<file path="config.mk">
export PLATFORM = sky130hd
export DESIGN_NAME = tcb_lite_lib_register_response
export DESIGN_NICKNAME = d
export VERILOG_FILES = /design/src/rtl/tcb_lite_lib_register_response.sv
export SDC_FILE = /design/constraint.sdc
export NUM_CORES = 1
export LEC_CHECK = 0
export ABC_AREA = 0
export BUFFER_PORTS_ARGS = -buffer_cell sky130_fd_sc_hd__buf_2
export CAP_MARGIN = 20
export CORE_AREA = 2 2 87 89
export CTS_CLUSTER_SIZE = 12
export DETAILED_ROUTE_END_ITERATION = 6
export DIE_AREA = 0 0 89 91
export GPL_TIMING_DRIVEN = 1
export HOLD_SLACK_MARGIN = 0.06
export SLEW_MARGIN = 20
export SYNTH_ARGS = -nofsm -noshare
export SYNTH_HDL_FRONTEND = slang
export SYNTH_SLANG_ARGS = --single-unit
export TNS_END_PERCENT = 30
</file>
<file path="constraint.sdc">
create_clock -name clk -period 0.82 [get_ports clk]
set_input_delay 0.082 -clock clk [delete_from_list [all_inputs] [get_ports clk]]
set_output_delay 0.082 -clock clk [all_outputs]
set_load 0.02 [all_outputs]
</file>
<file path="src/rtl/tcb_lite_lib_register_response.sv">
// TCB lite response-path register slice: request/handshake pass through, response delayed DLY_ADD cycles.
// Optional build macro TCB_LITE_LIB_RSP_HOLD_EN: stage data registers load only on valid responses.

module tcb_lite_lib_register_response_stage #(
    parameter int DAT_W = 32,
    parameter int STS_W = 1
) (
    input  logic             clk,
    input  logic             rst,
    input  logic             src_vld,
    input  logic [DAT_W-1:0] src_rdt,
    input  logic [STS_W-1:0] src_sts,
    input  logic             src_err,
    output logic             dst_vld,
    output logic [DAT_W-1:0] dst_rdt,
    output logic [STS_W-1:0] dst_sts,
    output logic             dst_err
);

    logic ld;

`ifdef TCB_LITE_LIB_RSP_HOLD_EN
    // hold the last valid response between transfers to cut toggling
    assign ld = src_vld;
`else
    assign ld = 1'b1;
`endif

    always_ff @(posedge clk) begin
        if (rst) begin
            dst_vld <= 1'b0;
            dst_rdt <= '0;
            dst_sts <= '0;
            dst_err <= 1'b0;
        end else begin
            dst_vld <= src_vld;
            if (ld) begin
                dst_rdt <= src_rdt;
                dst_sts <= src_sts;
                dst_err <= src_err;
            end
        end
    end

endmodule

module tcb_lite_lib_register_response #(
    parameter int DLY_ADD = 1,
    parameter int MAN_DLY = 1,
    parameter int SUB_DLY = MAN_DLY + DLY_ADD,
    parameter int ADR_W   = 32,
    parameter int DAT_W   = 32,
    parameter int BYT_W   = DAT_W / 8,
    parameter int SIZ_W   = 2,
    parameter int CTL_W   = 1,
    parameter int STS_W   = 1
) (
    input  logic             clk,
    input  logic             rst,
    // manager side
    input  logic             sub_vld,
    input  logic             sub_lck,
    input  logic             sub_ndn,
    input  logic             sub_wen,
    input  logic             sub_ren,
    input  logic [CTL_W-1:0] sub_ctl,
    input  logic [ADR_W-1:0] sub_adr,
    input  logic [SIZ_W-1:0] sub_siz,
    input  logic [BYT_W-1:0] sub_byt,
    input  logic [DAT_W-1:0] sub_wdt,
    output logic             sub_rdy,
    output logic [DAT_W-1:0] sub_rdt,
    output logic [STS_W-1:0] sub_sts,
    output logic             sub_err,
    output logic             sub_rsp_vld,
    // subordinate side
    output logic             man_vld,
    output logic             man_lck,
    output logic             man_ndn,
    output logic             man_wen,
    output logic             man_ren,
    output logic [CTL_W-1:0] man_ctl,
    output logic [ADR_W-1:0] man_adr,
    output logic [SIZ_W-1:0] man_siz,
    output logic [BYT_W-1:0] man_byt,
    output logic [DAT_W-1:0] man_wdt,
    input  logic             man_rdy,
    input  logic [DAT_W-1:0] man_rdt,
    input  logic [STS_W-1:0] man_sts,
    input  logic             man_err
);

    if (DLY_ADD < 1 || DLY_ADD > 4) begin : g_chk_add
        $error("tcb_lite_lib_register_response: DLY_ADD=%0d outside 1..4", DLY_ADD);
    end
    if (SUB_DLY != MAN_DLY + DLY_ADD) begin : g_chk_dly
        $error("tcb_lite_lib_register_response: SUB_DLY=%0d != MAN_DLY=%0d + DLY_ADD=%0d",
               SUB_DLY, MAN_DLY, DLY_ADD);
    end

    assign man_vld = sub_vld;
    assign man_lck = sub_lck;
    assign man_ndn = sub_ndn;
    assign man_wen = sub_wen;
    assign man_ren = sub_ren;
    assign man_ctl = sub_ctl;
    assign man_adr = sub_adr;
    assign man_siz = sub_siz;
    assign man_byt = sub_byt;
    assign man_wdt = sub_wdt;
    assign sub_rdy = man_rdy;

    logic trn;
    logic rsp_vld_man;

    assign trn = man_vld & man_rdy;

    // tail of the tracking chain marks the cycle man_* response is valid
    if (MAN_DLY == 0) begin : g_trk0
        assign rsp_vld_man = trn;
    end else begin : g_trk
        logic [MAN_DLY-1:0] trn_pipe;
        always_ff @(posedge clk) begin
            if (rst) begin
                trn_pipe <= '0;
            end else begin
                trn_pipe[0] <= trn;
                for (int i = 1; i < MAN_DLY; i++) trn_pipe[i] <= trn_pipe[i-1];
            end
        end
        assign rsp_vld_man = trn_pipe[MAN_DLY-1];
    end

    logic [DLY_ADD:0]            vld_pipe;
    logic [DLY_ADD:0][DAT_W-1:0] rdt_pipe;
    logic [DLY_ADD:0][STS_W-1:0] sts_pipe;
    logic [DLY_ADD:0]            err_pipe;

    assign vld_pipe[0] = rsp_vld_man;
    assign rdt_pipe[0] = man_rdt;
    assign sts_pipe[0] = man_sts;
    assign err_pipe[0] = man_err;

    for (genvar i = 0; i < DLY_ADD; i++) begin : g_stg
        tcb_lite_lib_register_response_stage #(
            .DAT_W (DAT_W),
            .STS_W (STS_W)
        ) u_stg (
            .clk     (clk),
            .rst     (rst),
            .src_vld (vld_pipe[i]),
            .src_rdt (rdt_pipe[i]),
            .src_sts (sts_pipe[i]),
            .src_err (err_pipe[i]),
            .dst_vld (vld_pipe[i+1]),
            .dst_rdt (rdt_pipe[i+1]),
            .dst_sts (sts_pipe[i+1]),
            .dst_err (err_pipe[i+1])
        );
    end

    assign sub_rsp_vld = vld_pipe[DLY_ADD];
    assign sub_rdt     = rdt_pipe[DLY_ADD];
    assign sub_sts     = sts_pipe[DLY_ADD];
    assign sub_err     = err_pipe[DLY_ADD];

endmodule

</file>
# Yosys cells after proc, flatten, opt, wreduce, memory -nomap -nowiden
# Cells that the tools add are included.
# W data, S select, Z words.
# word_totals
reg_bits	36
out_inout_bits	112
wordCells	6
# op_classes
bitwise_logic	1
# op_table
cell	n
$and A1 B1 Y1	1

# Logic depth before layout (Yosys ltp)
# Gate-level depths: netlist of the first run.
# logic_depth
ltp_word	1
depth_mapped	2
mapped_depth_nobuf	1

# Cells and area by module
# Synthesis of the first run repeated with hierarchy kept, for this count alone.
# hier_totals
hier_cells	152
area_unflattened_um2	1572.8
# by_module_without_submodules
mod	n_inst	cells_each	area_each_um2
tcb_lite_lib_register_response_stage	1	73	965.9
tcb_lite_lib_register_response	1	79	606.8

# Worst setup path before layout of the first run
# No wires, ideal clock.
# synth_path
path_kind	register to register
start	reg g_trk.trn_pipe
end	reg g_stg[0].u_stg.dst_vld
setup_time_ns	0.116
arrival_ns	0.437
required_time_ns	0.704
path_slack_ns	0.268
path_stages_with_launch	2
n_path_buf	0
cell_sequence	dfxtp_1 -> and2b_2
# synth_lines
item	line	rtl
start: declaration	122	logic [MAN_DLY-1:0] trn_pipe;
end signal: assignment	36	dst_vld <= src_vld;
end: declaration	14	output logic dst_vld,
# No word-level cell between the ends.

# Final worst setup path of the first run
# layout_path
start	reg g_stg[0].u_stg.dst_rdt[24]
end	out sub_rdt[24]
# layout_lines
item	line	rtl
start: declaration	15	output logic [DAT_W-1:0] dst_rdt,
start signal: assignment	38	dst_rdt <= src_rdt;
end: declaration	72	output logic [DAT_W-1:0] sub_rdt,
# No word-level cell between the ends.

==> results of run 1 <==
-- flip-flops by register name (all words and copies together), names as in the netlist --
name,cells
g_stg.u_stg.dst_sts,1
g_stg.u_stg.dst_rdt,32
g_stg.u_stg.dst_vld,1
g_trk.trn_pipe,1
g_stg.u_stg.dst_err,1
-- per-layer routing --
| metal | routed length, um | part of all wire | GRT usage | vias up |
|---|---|---|---|---|
| li1 | - | - | - | 452 |
| met1 | 1180 | 0.23 | 0.0659 | 414 |
| met2 | 2500 | 0.50 | 0.193 | 128 |
| met3 | 1170 | 0.23 | 0.120 | 23 |
| met4 | 159 | 0.032 | 0.0572 | 2 |
| met5 | 38 | 0.0075 | 0.0420 | - |
-- cells in the final DEF, fill, tap and decap left out --
cell type      instances
and2b_2                5
and3b_2                1
buf_12                 1
buf_2                 39
buf_4                  1
buf_6                 35
bufinv_16              1
clkbuf_1               1
clkbuf_8               5
clkinv_2               1
dfxtp_1                1
dfxtp_2               35
dlygate4sd3_1         34
nor2b_1               30
-- logic make-up after synthesis --
group         synth area share
simple gates             0.153
buf+inv                  0.389
flops                    0.458
-- power by group through the flow --
stage / Sequential, mW / Combinational [mW] / Clock [mW]
6_report: 1.90 / 0.643 / 1.49
2_1_floorplan: 2.02 / 0.639 / 0
4_1_cts: 1.88 / 0.618 / 1.55
3_5_place_dp: 1.90 / 0.411 / 0
3_3_place_gp: 1.90 / 0.409 / 0
5_1_grt: 1.91 / 0.686 / 1.64
-- final timing paths --
path,cells after the start,slack [ns],from,end
hold reg to reg,1,0.46,g_trk.trn_pipe$_SDFF_PP0_,g_stg[0].u_stg.dst_vld$_SDFF_PP0_
setup / recovery,1,0.01,g_stg[0].u_stg.dst_rdt[24]$_SDFF_PP0_,sub_rdt[24]
setup reg to reg,1,0.24,g_trk.trn_pipe$_SDFF_PP0_,g_stg[0].u_stg.dst_vld$_SDFF_PP0_
hold / removal,2,0.08,man_rdy,g_trk.trn_pipe$_SDFF_PP0_
-- what timing repair did --
item	CTS	global route
endpoints found under the setup margin	35	35
hold buffers	34	0
endpoints found under the hold margin	34	0
gates resized for setup	69	36
-- area by class of cell --
cell class	count	area, um^2	area share
clock buffers	6	72.6	0.0331
clock inverters	2	35.0	0.0160
multi-input cells	36	241	0.110
flip-flops and latches	36	764	0.348
well taps	99	124	0.0564
repair buffers	110	957	0.436
-- through the flow --
step | power (mW) | std cells | util
global route | 4.24 | 289 | 0.308
CTS | 4.05 | 289 | 0.296
global placement | 2.31 | 247 | 0.208
floorplan | 2.66 | 152 | -
finish | 4.03 | 289 | 0.308
detailed placement | 2.31 | 247 | 0.208
==> results.tsv, run 1 <==
stage	metric	value	unit
timing	fin_tns_setup	0	ns
timing	fmax	1240	MHz
die	num_rows	31	
grt	grt_pass1_vias	1027	
grt	grt_pass1_wl	6.34	mm
logic_synthesis	ys.flop_type	dfxtp_1	
timing	worst_slew_pin_slew	0.147	ns
power_and_ir_drop	comb_power_share	0.159	
logic_synthesis	yosysSeqAreaShare	0.458	
clocking	post_cts_buffers	0	
critical_path	path_max_fanout	1	
logic_synthesis	syn-num-nets	265	
critical_path	crit_buf_inv	1	
power_and_ir_drop	pwr-share-clk	0.369	
logic_synthesis	synth.most_common_cell	buf_4	
power_and_ir_drop	share_seq_of_total_power	0.472	
power_and_ir_drop	switchingPower	881	uW
die	start_util	0.221	
clocking	numCtsBuffers	5	
timing	holdWs	0.0840	ns
timing	slew_viol_final	0	
clocking	numClockSinks	36	
grt	grt_overflow	0	
logic_synthesis	yosysTopAreaCellShare	0.458	
timing	fin_skew	0.00294	ns
die	dieArea	8100	um^2
power_and_ir_drop	powerDensity	1840	nW/um^2
power_and_ir_drop	max-vdd-ir-drop	0.000641	V
clocking	htreeDepth	2	
grt	grt_max_degree	21	
logic_synthesis	synth_area_leaders	dfxtp_1, buf_4, nor2b_1	
detailed_routing	dr.pass1.iters	2	
timing	finalCriticalPeriod	0.808	ns
clocking	clockBufferDepth	2	
place	dpl_cell_area	1480	um^2
logic_synthesis	syn_area	1570	um^2
detailed_routing	drt-total-wl	5.04	mm
critical_path	required	0.74	ns
timing	fin_crit_sh	0.985	
place	dp_hpwl	3.69	mm
place	io_buffers	74	
critical_path	criticalPathCategory	reg -> out	
critical_path	max_stage_delay	0.34	ns
critical_path	endpoint_kind	output port	
job	drv_cap	0	
logic_synthesis	synth_edf_count	0	
place	post-place-ws	0.193	ns
final_layout	nets	302	
power_and_ir_drop	p_leak	0.985	nW
logic_synthesis	ys_async_sr_fraction	0	
final_layout	antenna_cells	0	
logic_synthesis	synth_top_area_cell	dfxtp_1	
grt	grt_usage	0.112	
timing	rsz0062_at_grt	yes	
logic_synthesis	yosysWarnings	0	
clocking	clkTransAtPathRegs	0.07	ns
detailed_routing	drt_iter0_drc	25	
critical_path	cp_cell_sequence	buf_6	
die	die_width	89	um
grt	antenna_found_initial	0	
min_path	worst_hold_path_type	in -> reg	
critical_path	cpLargestDelayFamily	flip-flops	
timing	hold_violations	0	
clocking	cts_tree	yes	
final_layout	layout-drive-gt1-share	0.653	
place	place.gp.congestion	0.703	
detailed_routing	num_vias	1019	
die	fp.dieH	91	um
detailed_routing	ant_nets	0	
critical_path	crit_slowest_cell	dfxtp_2	
timing	setup_slack	0.0124	ns
final_layout	postLayoutCellArea	2190	um^2
power_and_ir_drop	p_int	3.15	mW
detailed_routing	routedWlPerCell	17.4	um
logic_synthesis	syn_avg_cell_area	10.4	um^2
logic_synthesis	yosys-top-cells-count	buf_4, dfxtp_1, nor2b_1, and2b_2, buf_6	
critical_path	crit_arrival	0.73	ns
power_and_ir_drop	switching_share	0.218	
logic_synthesis	yosysUniqueCellTypes	6	
clocking	clock_latency	0.28	ns
logic_synthesis	syn_inst	152	
final_layout	fill_cells	722	
logic_synthesis	synth_seq_cells	36	
critical_path	startpoint_type	flip-flop	
die	core_area	7140	um^2
detailed_routing	avgViaCountPerCell	3.53	
run_status	status	finished clean	
die	io_pins	225	
clocking	clk_root_buffer_cell	clkbuf_8	
final_layout	syn2layout_area_growth	39.4	%
timing	setup_viol	0	
timing	max_slew_margin	0.902	
detailed_routing	drc_errors	0	
No activity file was read; power rests on OpenSTA's default activity.
==> run 2: changes to the inputs <==
==> constraint.sdc (replaced) <==
create_clock -name clk -period 0.9 [get_ports clk]
set_input_delay 0.09 -clock clk [delete_from_list [all_inputs] [get_ports clk]]
set_output_delay 0.09 -clock clk [all_outputs]
set_load 0.02 [all_outputs]
==> run 2 against run 1 <==
  * Die area is the same
  * Total power grew 2.7%
  * Non-clock buffer count is the same
  * Utilization shrank 3.0 points
  * Sequential power shrank 11%
  * Register-to-register slack gained 0.08 ns
  * Sequential cell count is the same
  * Setup slack gained 0.021 ns
  * Sequential share of layout area grew 1.6 points
  * Critical path depth is the same
  * Via count shrank 1.5%
  * Critical endpoint is now sub_rdt[17]
  * Largest power group is now clock
==> results.tsv, run 2 (synthesis results as in run 1) <==
stage	metric	value	unit	change
grt	grt_pass1_vias	965		-6.0%
final_layout	seq_area	722	um^2	-5.6%
final_layout	fin_cells	289		unchanged
clocking	htreeDepth	2		unchanged
timing	hold_violations	0		unchanged
final_layout	antenna_cells	0		unchanged
timing	fin_crit_sh	0.963		
detailed_routing	ant_nets	0		unchanged
critical_path	crit_arrival	0.78	ns	+0.05 ns
power_and_ir_drop	p_leak	0.950	nW	-3.6%
final_layout	layout_commonest_cell	buf_2		
die	core_area	7140	um^2	unchanged
clocking	clkTransAtPathRegs	0.07	ns	about the same
timing	finalCriticalPeriod	0.866	ns	
min_path	worst_hold_path_type	in -> reg		
critical_path	startpoint_type	flip-flop		
critical_path	crit_buf_inv	1		unchanged
clocking	post_cts_buffers	0		unchanged
final_layout	final_cell_mix	buf_2, dfxtp_1, dlygate4sd3_1		
detailed_routing	num_vias	1004		-1.5%
critical_path	cpLargestDelayFamily	flip-flops		
clocking	clk_root_buffer_cell	clkbuf_8		
grt	grt_max_degree	21		unchanged
timing	setup_viol	0		unchanged
final_layout	layout-drive-gt1-share	0.479		-0.174
critical_path	required	0.81	ns	+0.07 ns
critical_path	crit_slowest_cell	dfxtp_1		
place	place.gp.congestion	0.704		+0.13%
timing	fmax	1150	MHz	
detailed_routing	dr.pass1.iters	2		unchanged
grt	grt_usage	0.105		-0.00679
power_and_ir_drop	powerDensity	2090	nW/um^2	+14%
detailed_routing	drc_errors	0		unchanged
grt	antenna_found_initial	0		unchanged
timing	slew_viol_final	0		unchanged
die	die_width	89	um	unchanged
detailed_routing	drt-total-wl	4.89	mm	-3.0%
place	dp_hpwl	3.71	mm	+0.41%
timing	fin_skew	0.000334	ns	-0.00260 ns
final_layout	syn2layout_area_growth	25.8	%	
critical_path	cp_cell_sequence	buf_2		
die	start_util	0.221		unchanged
final_layout	fill_cells	758		+5.0%
timing	max_slew_margin	0.858		-0.0440
detailed_routing	avgViaCountPerCell	3.47		-1.5%
power_and_ir_drop	max-vdd-ir-drop	0.000722	V	+13%
timing	fin_tns_setup	0	ns	unchanged
detailed_routing	drt_iter0_drc	18		-28%
die	fp.dieH	91	um	unchanged
grt	grt_overflow	0		unchanged
critical_path	criticalPathCategory	reg -> out		
timing	rsz0062_at_grt	no		
clocking	numClockSinks	36		unchanged
clocking	clock_latency	0.28	ns	about the same
place	io_buffers	74		unchanged
final_layout	largest_reg_flops	32		unchanged
die	num_rows	31		unchanged
job	drv_cap	0		unchanged
critical_path	endpoint_kind	output port		
place	place_inst	247		unchanged
die	io_pins	225		unchanged
critical_path	path_max_fanout	1		unchanged
clocking	cts_tree	yes		
run_status	status	finished clean		
detailed_routing	routedWlPerCell	16.9	um	-3.0%
die	dieArea	8100	um^2	unchanged
critical_path	max_stage_delay	0.32	ns	-0.02 ns
final_layout	top_register	g_stg.u_stg.dst_rdt		
timing	worst_slew_pin_slew	0.213	ns	+0.0660 ns
final_layout	nets	302		unchanged
final_layout	multi_input_area	241	um^2	unchanged
clocking	numCtsBuffers	5		unchanged
grt	grt_pass1_wl	5.94	mm	-6.3%
clocking	clockBufferDepth	2		unchanged
-- run 2: timing repair --
action	4_1_cts	5_1_grt
hold buffers	34	0
resized for setup	1	3
setup endpoints to repair	1	3
hold endpoints to repair	34	0
-- run 2: area by class of cell --
class                      instances  share of cell area
clock buffer                       5              0.0348
clock inverter                     3              0.0455
multi-input combinational         36               0.122
sequential                        36               0.365
tap                               99              0.0626
timing repair buffer             110               0.370
-- run 2: metrics by stage --
stage / utilization / worst slack, ns / hold WS (ns) / area (um^2) / power (mW)
final: 0.277 / 0.0337 / 0.0822 / 1980 / 4.14
after floorplan: - / 0.348 / 0.218 / 1570 / 2.42
after CTS: 0.276 / 0.0119 / 0.0706 / 1970 / 4.19
after global routing: 0.277 / 0.000216 / 0.0865 / 1980 / 4.31
after detailed placement: 0.206 / 0.202 / 0.180 / 1470 / 2.10
after global placement: 0.206 / 0.225 / 0.180 / 1470 / 2.10
-- run 2: worst paths after layout --
path / start / to / slack (ns) / cells past startpoint
min: man_rdy / g_trk.trn_pipe$_SDFF_PP0_ / 0.08 / 2
max: g_stg[0].u_stg.dst_rdt[17]$_SDFF_PP0_ / sub_rdt[17] / 0.03 / 1
min reg2reg: g_trk.trn_pipe$_SDFF_PP0_ / g_stg[0].u_stg.dst_vld$_SDFF_PP0_ / 0.47 / 1
max reg2reg: g_trk.trn_pipe$_SDFF_PP0_ / g_stg[0].u_stg.dst_vld$_SDFF_PP0_ / 0.32 / 1
-- run 2: report_power, final --
group,internal [mW],total (mW),switching [mW]
sequential,1.68,1.70,0.0200
combinational,0.262,0.488,0.226
clock,1.39,1.96,0.574
total,3.32,4.14,0.819
-- run 2: per-layer routing --
| layer | vias up | wire, um | global-route usage |
|---|---|---|---|
| met2 | 127 | 2280 | 0.171 |
| met1 | 401 | 1270 | 0.0653 |
| met5 | - | 38 | 0.0420 |
| li1 | 450 | - | - |
| met3 | 24 | 1130 | 0.119 |
| met4 | 2 | 173 | 0.0572 |
